<file path="src/rtl/uart_display_buffer_if.sv">
// Display buffer bus: received UART bytes in, scanned 7-segment digit data out.
// The UART side strobes rx_valid; the display side reads ascii_out/digit_sel/scan_idx.
// char_count reports how many digit positions currently hold a character.
interface uart_display_buffer_if #(
  parameter int NUM_DIGITS = 4
);
  logic [7:0]            rx_data;
  logic                  rx_valid;
  logic [7:0]            ascii_out;
  logic [NUM_DIGITS-1:0] digit_sel;
  logic [3:0]            char_count;
  logic [2:0]            scan_idx;

  modport master (
    output rx_data, rx_valid,
    input  ascii_out, digit_sel, char_count, scan_idx
  );

  modport slave (
    input  rx_data, rx_valid,
    output ascii_out, digit_sel, char_count, scan_idx
  );
endinterface

</file>
<file path="src/rtl/uart_display_buffer.sv">
// Shift-in character buffer for a multiplexed 7-segment display, with backspace/ESC editing.
// Latency: a received byte is visible on the outputs one clock after its rx_valid cycle.
// Backpressure: none; bytes are accepted every cycle and a full buffer drops its oldest char.
module uart_display_buffer #(
  parameter int NUM_DIGITS = 4,
  parameter int SCAN_DIV   = 50000
) (
  input logic                  clk,
  input logic                  reset,
  uart_display_buffer_if.slave bus
);
  localparam int PW = (SCAN_DIV > 1) ? $clog2(SCAN_DIV) : 1;
  localparam int IW = $clog2(NUM_DIGITS);
  localparam logic [7:0] SPACE = 8'h20;
  localparam logic [7:0] BS    = 8'h08;
  localparam logic [7:0] ESC   = 8'h1B;

  logic [7:0]            chars_q [NUM_DIGITS];
  logic [7:0]            chars_d [NUM_DIGITS];
  logic [3:0]            count_q;
  logic [3:0]            count_d;
  logic [PW-1:0]         presc_q;
  logic [IW-1:0]         scan_q;
  logic                  tick;
  logic [NUM_DIGITS-1:0] sel;

  assign tick = (presc_q == PW'(SCAN_DIV - 1));

  // Prescaler: free-running 0..SCAN_DIV-1, independent of rx traffic.
  always_ff @(posedge clk or posedge reset) begin
    if (reset)     presc_q <= '0;
    else if (tick) presc_q <= '0;
    else           presc_q <= presc_q + 1'b1;
  end

  // Scan position: advance one digit per tick, wrapping at the last digit.
  always_ff @(posedge clk or posedge reset) begin
    if (reset)                              scan_q <= '0;
    else if (tick) begin
      if (scan_q == IW'(NUM_DIGITS - 1))    scan_q <= '0;
      else                                  scan_q <= scan_q + 1'b1;
    end
  end

  // Buffer editing: printable shifts in at digit 0, backspace shifts out, ESC clears.
  always_comb begin
    chars_d = chars_q;
    count_d = count_q;
    if (bus.rx_valid) begin
      if (bus.rx_data >= 8'h20 && bus.rx_data <= 8'h7E) begin
        for (int i = NUM_DIGITS - 1; i > 0; i--) chars_d[i] = chars_q[i-1];
        chars_d[0] = bus.rx_data;
        if (count_q != 4'(NUM_DIGITS)) count_d = count_q + 4'd1;
      end else if (bus.rx_data == BS) begin
        if (count_q != 4'd0) begin
          for (int i = 0; i < NUM_DIGITS - 1; i++) chars_d[i] = chars_q[i+1];
          chars_d[NUM_DIGITS-1] = SPACE;
          count_d = count_q - 4'd1;
        end
      end else if (bus.rx_data == ESC) begin
        for (int i = 0; i < NUM_DIGITS; i++) chars_d[i] = SPACE;
        count_d = 4'd0;
      end
    end
  end

  // Buffer and occupancy registers; reset fills with blanks.
  always_ff @(posedge clk or posedge reset) begin
    if (reset) begin
      for (int i = 0; i < NUM_DIGITS; i++) chars_q[i] <= SPACE;
      count_q <= 4'd0;
    end else begin
      chars_q <= chars_d;
      count_q <= count_d;
    end
  end

  // Digit enable: light the scanned digit only if it holds a character.
  always_comb begin
    sel = '1;
    if (4'(scan_q) < count_q) sel[scan_q] = 1'b0;
  end

  assign bus.ascii_out  = chars_q[scan_q];
  assign bus.digit_sel  = sel;
  assign bus.char_count = count_q;
  assign bus.scan_idx   = 3'(scan_q);
endmodule

</file>
<file path="src/flat_wrapper.sv">
// flat-port wrapper written by rule: the top's interface ports become plain ports
module uart_display_buffer_flat 
#(
  parameter int NUM_DIGITS = 4,
  parameter int SCAN_DIV   = 50000
)
  (clk, reset, bus_rx_data, bus_rx_valid, bus_ascii_out, bus_digit_sel, bus_char_count, bus_scan_idx);
  uart_display_buffer_if #(.NUM_DIGITS(NUM_DIGITS)) bus_i ();
  input logic clk;
  input logic reset;
  input wire logic [$bits(bus_i.rx_data)-1:0] bus_rx_data;
  input wire logic [$bits(bus_i.rx_valid)-1:0] bus_rx_valid;
  output wire logic [$bits(bus_i.ascii_out)-1:0] bus_ascii_out;
  output wire logic [$bits(bus_i.digit_sel)-1:0] bus_digit_sel;
  output wire logic [$bits(bus_i.char_count)-1:0] bus_char_count;
  output wire logic [$bits(bus_i.scan_idx)-1:0] bus_scan_idx;
  assign bus_i.rx_data = bus_rx_data;
  assign bus_i.rx_valid = bus_rx_valid;
  assign bus_ascii_out = bus_i.ascii_out;
  assign bus_digit_sel = bus_i.digit_sel;
  assign bus_char_count = bus_i.char_count;
  assign bus_scan_idx = bus_i.scan_idx;
  uart_display_buffer #(.NUM_DIGITS(NUM_DIGITS), .SCAN_DIV(SCAN_DIV)) u_core (.clk(clk), .reset(reset), .bus(bus_i));
endmodule
</file>
<file path="config.mk">
export PLATFORM = sky130hd
export DESIGN_NAME = uart_display_buffer_flat
export DESIGN_NICKNAME = d
export VERILOG_FILES = /design/src/rtl/uart_display_buffer_if.sv /design/src/rtl/uart_display_buffer.sv /design/src/flat_wrapper.sv
export SDC_FILE = /design/constraint.sdc
export NUM_CORES = 1
export LEC_CHECK = 0
export BUFFER_PORTS_ARGS = -buffer_cell sky130_fd_sc_hd__buf_2
export CAP_MARGIN = 25
export CORE_ASPECT_RATIO = 0.5
export CORE_MARGIN = 8
export CORE_UTILIZATION = 40
export CTS_CLUSTER_SIZE = 8
export DETAILED_ROUTE_END_ITERATION = 10
export GPL_ROUTABILITY_DRIVEN = 0
export PLACE_DENSITY_LB_ADDON = 0.15
export SLEW_MARGIN = 20
export SYNTH_ARGS = -nofsm -noshare
export SYNTH_HDL_FRONTEND = slang
export SYNTH_SLANG_ARGS = --single-unit
</file>
<file path="constraint.sdc">
create_clock -name clk -period 2.75 [get_ports clk]
set_clock_uncertainty 0.05 [all_clocks]
set_input_delay 0.4125 -clock clk [delete_from_list [all_inputs] [get_ports clk]]
set_output_delay 0.4125 -clock clk [all_outputs]
set_load 0.05 [all_outputs]
</file>
After elaboration in Yosys (flattened, before gate mapping) --
Index checks and enable logic that the tools add are counted.
Word-level totals: register bits 54, bits of input ports 11, output and inout port bits 19, word-level logic and storage cells 49
Cells by class: $add $sub $neg 4, magnitude comparators 6, equality and inequality tests 7, muxes and demuxes 17, bitwise operators 2, reduce and logical (&&, ||, !) cells 6
Operators with widths (number):
- two-way mux 32 bit | 4
- two-way mux 4 bit | 6
- adder 16 x 1 -> 16 bit (second input constant) | 1
- binary-select mux 8 bit (select 2 bit) | 1
- equality test 16 bit (second input constant) | 1
- two-way mux 16 bit | 1
- two-way mux 8 bit | 2
- equality test 8 x 4 -> 1 bit (second input constant) | 1
- equality test 8 x 5 -> 1 bit (second input constant) | 1
- greater-or-equal comparator 8 x 6 -> 1 bit (second input constant) | 1
- less-or-equal comparator 8 x 7 -> 1 bit (second input constant) | 1
- adder 4 x 1 -> 4 bit (second input constant) | 1
- < comparator 2 x 4 -> 1 bit | 1
- inequality test 4 x 3 -> 1 bit (second input constant) | 1
- inverter 4 bit | 1
- AND reduction 4 bit | 1
- nonzero test 4 bit | 1
- subtractor 4 x 1 -> 4 bit (second input constant) | 1
- greater-or-equal comparator 3 bit (second input constant) | 1
- < comparator 2 x 3 -> 1 bit (second input constant) | 1
- inequality test 3 x 2 -> 1 bit (second input constant) | 1
- inverter 2 -> 3 bit | 1
- AND reduction 3 bit | 1
- nonzero test 3 bit | 1
- 8 further kinds | 9

Depth between registers and ports, before layout --
depth after elaboration 6, depth in mapped cells 9, depth with buffers taken out 7

Worst setup path before layout --
Ideal clock, no wire load.
kind register to register, start register u_core.count_q[0], in the netlist u_core.bus.char_count[0], end register u_core.count_q[3], in the netlist u_core.bus.char_count[3], setup time 0.128 ns, data arrival time 2.305 ns, data required time 2.572 ns, path slack 0.268 ns, cell stages (with the launch flop) 9, path buffers 1, period minus slack after synthesis 2.482 ns, cells stage by stage dfrtp_1 inv_1 ha_1 or3b_2 nor4_1 a211o_1 buf_6 a41oi_4 mux2_1
Between the ends: word-level cells in the longest chain between the ends 4, elaborated cells on any way between the ends 11, those cells by class add/sub (2); eq/ne (3); mux (4); reduce/logical (2)
Ends and longest elaborated chain:
- start: declaration | RTL line uart_display_buffer.sv:20 | logic [3:0] count_q;
- start signal: assignment | RTL line uart_display_buffer.sv:74 | count_q <= count_d;
- subtractor 4 x 1 -> 4 bit | RTL line uart_display_buffer.sv:58 | count_d = count_q - 4'd1;
- two-way mux 4 bit | RTL line uart_display_buffer.sv:55 | if (count_q != 4'd0) begin
- two-way mux 4 bit | RTL line uart_display_buffer.sv:54 | end else if (bus.rx_data == BS) begin
- two-way mux 4 bit | RTL line uart_display_buffer.sv:50 | if (bus.rx_data >= 8'h20 && bus.rx_data <= 8'h7E) begin
Several ways; a longest one is shown, not always the timed one. The select of a mux whose other input is x is not followed. A chain may end at the register's enable or synchronous reset.

Worst setup path after layout --
start register u_core.count_q[1], in the netlist u_core.bus.char_count[1], end output bus_digit_sel[3]
Between the ends: word-level cells in the longest chain between the ends 2
Ends and longest elaborated chain:
- < comparator 2 x 4 -> 1 bit | RTL line uart_display_buffer.sv:81 | if (4'(scan_q) < count_q) sel[scan_q] = 1'b0;
- two-way mux 4 bit | RTL line uart_display_buffer.sv:81
- end: declaration | RTL line flat_wrapper.sv:14 | output wire logic [$bits(bus_i.digit_sel)-1:0] bus_digit_sel;
Every way passes these cells.

==> results.md <==
- The final reports fail on negative hold slack.
- The critical path start-end classification is reg2out.
- The footprint of the multi-input gates is 1380 µm².
- The relative area change from synthesis to final layout is 16.6%.
- The worst setup slack after placement is 0.253 ns.
- The cell count after synthesis is 285.
- STA classifies the critical path startpoint as a flop.
- Setup violations remaining at the end of the flow were counted as 0.
- After detailed routing, the average wire length per cell comes to 15.1 µm.
- For this run, the detailed router's first-pass iteration total came to 4.
- The number of antenna repair diodes is 0.
- The worst register-to-register path ends at u_core.bus.char_count[2].
- Counting flops and latches in the post-synthesis netlist gives 54.
- The root buffer cell is sky130_fd_sc_hd__clkbuf_16.
- The clock transition at the registers of the reported paths is 0.07 ns.
- The detail route stage leaves a number of antenna-violating nets equal to 0.
- The via count of the first global-routing pass is 2,076.
- The required time at the worst-slack endpoint is 2.29 ns.
- After detailed routing, the number of vias per cell comes to 5.29.
- In the routed design, unresolved DRC markers number 0.
- The depth of the most critical reg-to-reg path is 8.
- At the later pin of the worst-skew pair, clock insertion delay measures 0.29 ns.
- Across all hold checks on the routed design, the worst slack comes to -0.00523 ns.
- The cell accounting for the most synthesized area is sky130_fd_sc_hd__dfrtp_1.
- The area share of the largest cell type after synthesis is 44.2%.
- The cell area after synthesis is 2830 µm².
- The static leakage power is 0.00144 µW.
- The worst path meets setup with 0.400 ns of slack.
- The initial antenna violation count came to 0.
- During synthesis, Yosys emitted a total of 0 warnings.
- The endpoint type of the worst setup path is an output port.
- The height of the chip is 75.5 µm.
- The final number of hold-violating endpoints is 6.
- The H-tree was split into 2 levels.
- Following the worst setup path forward leads to its endpoint at bus_digit_sel[3].
- The global-route wire length before repair is 10,300 µm.
- The routed layout has 2,141 vias.
- The number of violations reported at the end of detailed-routing iteration 0 is 138.
- Gates resized during post-CTS repair numbered 0.
- The number of max-slew violations in the final report is 0.
- The startpoint of the lowest-slack register-to-register path is u_core.bus.char_count[0].
- The clock tree buffer depth is 2.
- The region available for standard cell placement spans 6780 µm².
- The worst register-to-register path has a setup slack of 0.43 ns.
- The die covers 10,200 µm².
- Summing all flip-flop and latch instances after layout gives 1360 µm².
- The total power per unit cell area is 661 nW/µm².
- The run finished, with violations left.
- The number of nets in the synthesized netlist is 305.
- In the layout the commonest cells are 50 x sky130_fd_sc_hd__nand2_1, 50 x sky130_fd_sc_hd__dfrtp_1, 37 x sky130_fd_sc_hd__o21ai_0.
- The headroom to the max-slew limit is 66.7%.
- The routed design could run at a clock period as short as 2.35 ns.
- After clock tree synthesis, the setup repair step added 0 buffers.
- The number of top-level pins is 30.
- Clock tree synthesis found a total of 54 sinks.
- Setup repair after global routing left no endpoint under its margin.
- The width of the die is 135 µm.
- For this design, the CTS-stage hold fixing added 0 buffers.
- The count of buffers from port buffering is 28.
- In the global route stage, overall resource usage came out at 12.9%.
- In this run the worst path has a maximum fanout of 5.
- Dividing the synthesized area by the synthesized cell count gives 9.94 µm².
- Summed over all layers, the global routing overflow is 0.
- The tool flagged a number of max-cap violations equal to 0.
- The initialized floorplan defines 21 standard-cell rows.
- The initial core utilization is 41.8%.
- The total of fill cells in the finished design is 622.
- For this run, the register share of the synthesized area comes to 47.9%.
- Entering global routing, the biggest net connects 66 pins.
- The worst path uses 85.5% of the clock period.
- The arrival time of data at the critical path endpoint is 1.89 ns.
- In the final timing run, aggregate negative setup slack is 0 ns.
- TritonCTS built the clock tree.
- VDD sags by at most 0.237 mV.
- The classification of the worst-slack hold path is in2async.
- After legalization and detailed placement, the total HPWL measured 4210 µm.
- For the pin with the worst max-slew slack, the measured transition is 0.495 ns.
- The startpoint of the worst setup timing path is u_core.bus.char_count[1].
- In this run, distinct cell masters in the synthesized netlist total 35.
- The share of cells above drive strength 1 is 20.8%.
- The peak clock frequency supported by timing is 426 MHz.
- Sorting the synthesized cells by area gives the leading types as sky130_fd_sc_hd__dfrtp_1 44%, sky130_fd_sc_hd__nand2_1 6.6%, sky130_fd_sc_hd__o21ai_0 6.5%.
- After the last flow step, the layout net total stands at 332.
- In this run, CTS created clock tree buffers numbering 5.
- The routed design has 6100 µm of wire.
power by group:
group / leakage, µW / internal [µW] / switching (µW)
Sequential: 0.000716 / 853 / 63.4
Clock: 0.0000971 / 547 / 287
Combinational: 0.000623 / 138 / 296
Total: 0.00144 / 1540 / 646
layer usage:
layer,GRT usage (%),up-vias,part of all wire (%)
li1,-,1059,-
met1,16.0,1036,47
met2,21.7,36,47
met3,3.75,10,4.6
met4,4.02,0,1.5
met5,0,-,0
cell type report:
cell class | instances | area share (%)
Timing Repair Buffer | 38 | 6.89
Sequential cell | 54 | 41.1
Tap cell | 92 | 3.48
Clock inverter | 2 | 1.82
Multi-Input combinational cell | 207 | 41.9
Clock buffer | 6 | 4.20
Inverter | 6 | 0.682
through the flow:
| step | power [µW] | util, % | area, µm² | instances |
|---|---|---|---|---|
| after detailed placement | 1370 | 45.8 | 3100 | 397 |
| after global routing | 2280 | 48.7 | 3300 | 405 |
| after floorplan | 1260 | - | 2830 | 285 |
| after CTS | 2210 | 48.7 | 3300 | 405 |
| final | 2180 | 48.7 | 3300 | 405 |
| after global placement | 1360 | 45.8 | 3100 | 397 |
cells in the mapped netlist:
| master | number |
|---|---|
| sky130_fd_sc_hd__or4b_4 | 1 |
| sky130_fd_sc_hd__buf_6 | 1 |
| sky130_fd_sc_hd__o21ai_0 | 37 |
| sky130_fd_sc_hd__buf_4 | 1 |
| sky130_fd_sc_hd__conb_1 | 1 |
| sky130_fd_sc_hd__mux2_1 | 1 |
| sky130_fd_sc_hd__clkbuf_1 | 16 |
| sky130_fd_sc_hd__and4_1 | 2 |
| sky130_fd_sc_hd__nand2_1 | 50 |
| sky130_fd_sc_hd__or2_2 | 1 |
| sky130_fd_sc_hd__o22ai_1 | 4 |
| sky130_fd_sc_hd__or3_1 | 2 |
| sky130_fd_sc_hd__nor4_1 | 3 |
| sky130_fd_sc_hd__nand3_1 | 9 |
| sky130_fd_sc_hd__a22oi_1 | 21 |
| sky130_fd_sc_hd__a211o_1 | 2 |
| sky130_fd_sc_hd__mux4_2 | 8 |
| sky130_fd_sc_hd__dfrtp_1 | 50 |
| sky130_fd_sc_hd__inv_1 | 6 |
| sky130_fd_sc_hd__nor2_1 | 17 |
| sky130_fd_sc_hd__a21oi_1 | 2 |
| sky130_fd_sc_hd__o21bai_1 | 1 |
| sky130_fd_sc_hd__xor2_1 | 12 |
| sky130_fd_sc_hd__ha_1 | 9 |
| sky130_fd_sc_hd__mux2i_1 | 2 |
| sky130_fd_sc_hd__nor3_1 | 3 |
| sky130_fd_sc_hd__or3b_2 | 1 |
| sky130_fd_sc_hd__nor2b_1 | 3 |
| sky130_fd_sc_hd__nand4_1 | 2 |
| sky130_fd_sc_hd__and3_1 | 4 |
| sky130_fd_sc_hd__dfstp_2 | 4 |
| sky130_fd_sc_hd__xnor2_1 | 6 |
| sky130_fd_sc_hd__a21boi_0 | 1 |
| sky130_fd_sc_hd__a41oi_4 | 1 |
| sky130_fd_sc_hd__nand2b_1 | 1 |
worst min path at each step:
stage	start	to	slack, ns	depth (start not counted)
2_1_floorplan	u_core.presc_q[0]	u_core.presc_q[0]	0.38	1
3_3_place_gp	reset	u_core.chars_q[15]	0.31	2
3_5_place_dp	reset	u_core.bus.char_count[1]	0.32	2
4_1_cts	reset	u_core.chars_q[23]	0.002	2
5_1_grt	reset	u_core.bus.char_count[2]	0.01	2
6_report	reset	u_core.bus.char_count[2]	-0.005	2
critical path: stages (launching register included):
cell                       delay [ns]
sky130_fd_sc_hd__dfrtp_1         0.42
sky130_fd_sc_hd__inv_1           0.13
sky130_fd_sc_hd__ha_1            0.24
sky130_fd_sc_hd__a21boi_0        0.11
sky130_fd_sc_hd__o21ai_0         0.35
sky130_fd_sc_hd__nand2_1         0.11
sky130_fd_sc_hd__buf_2           0.23
logic make-up after synthesis:
logic type,synth area share [%]
AND/OR/NAND/NOR,15.9
AO/OA/AOI/OAI,15.5
flip-flops,47.9
buffers and inverters,3.58
XOR/XNOR,5.57
multiplexers,7.46
adder cells (fa/ha/maj),3.98
other,0.132
state kept, by name, summed over array words and instances, names as in the netlist:
signal and flops:
u_core.presc_q 16, u_core.scan_q 2, u_core.chars_q 32, u_core.bus.char_count 4
Power figures use the tool's default switching activity.
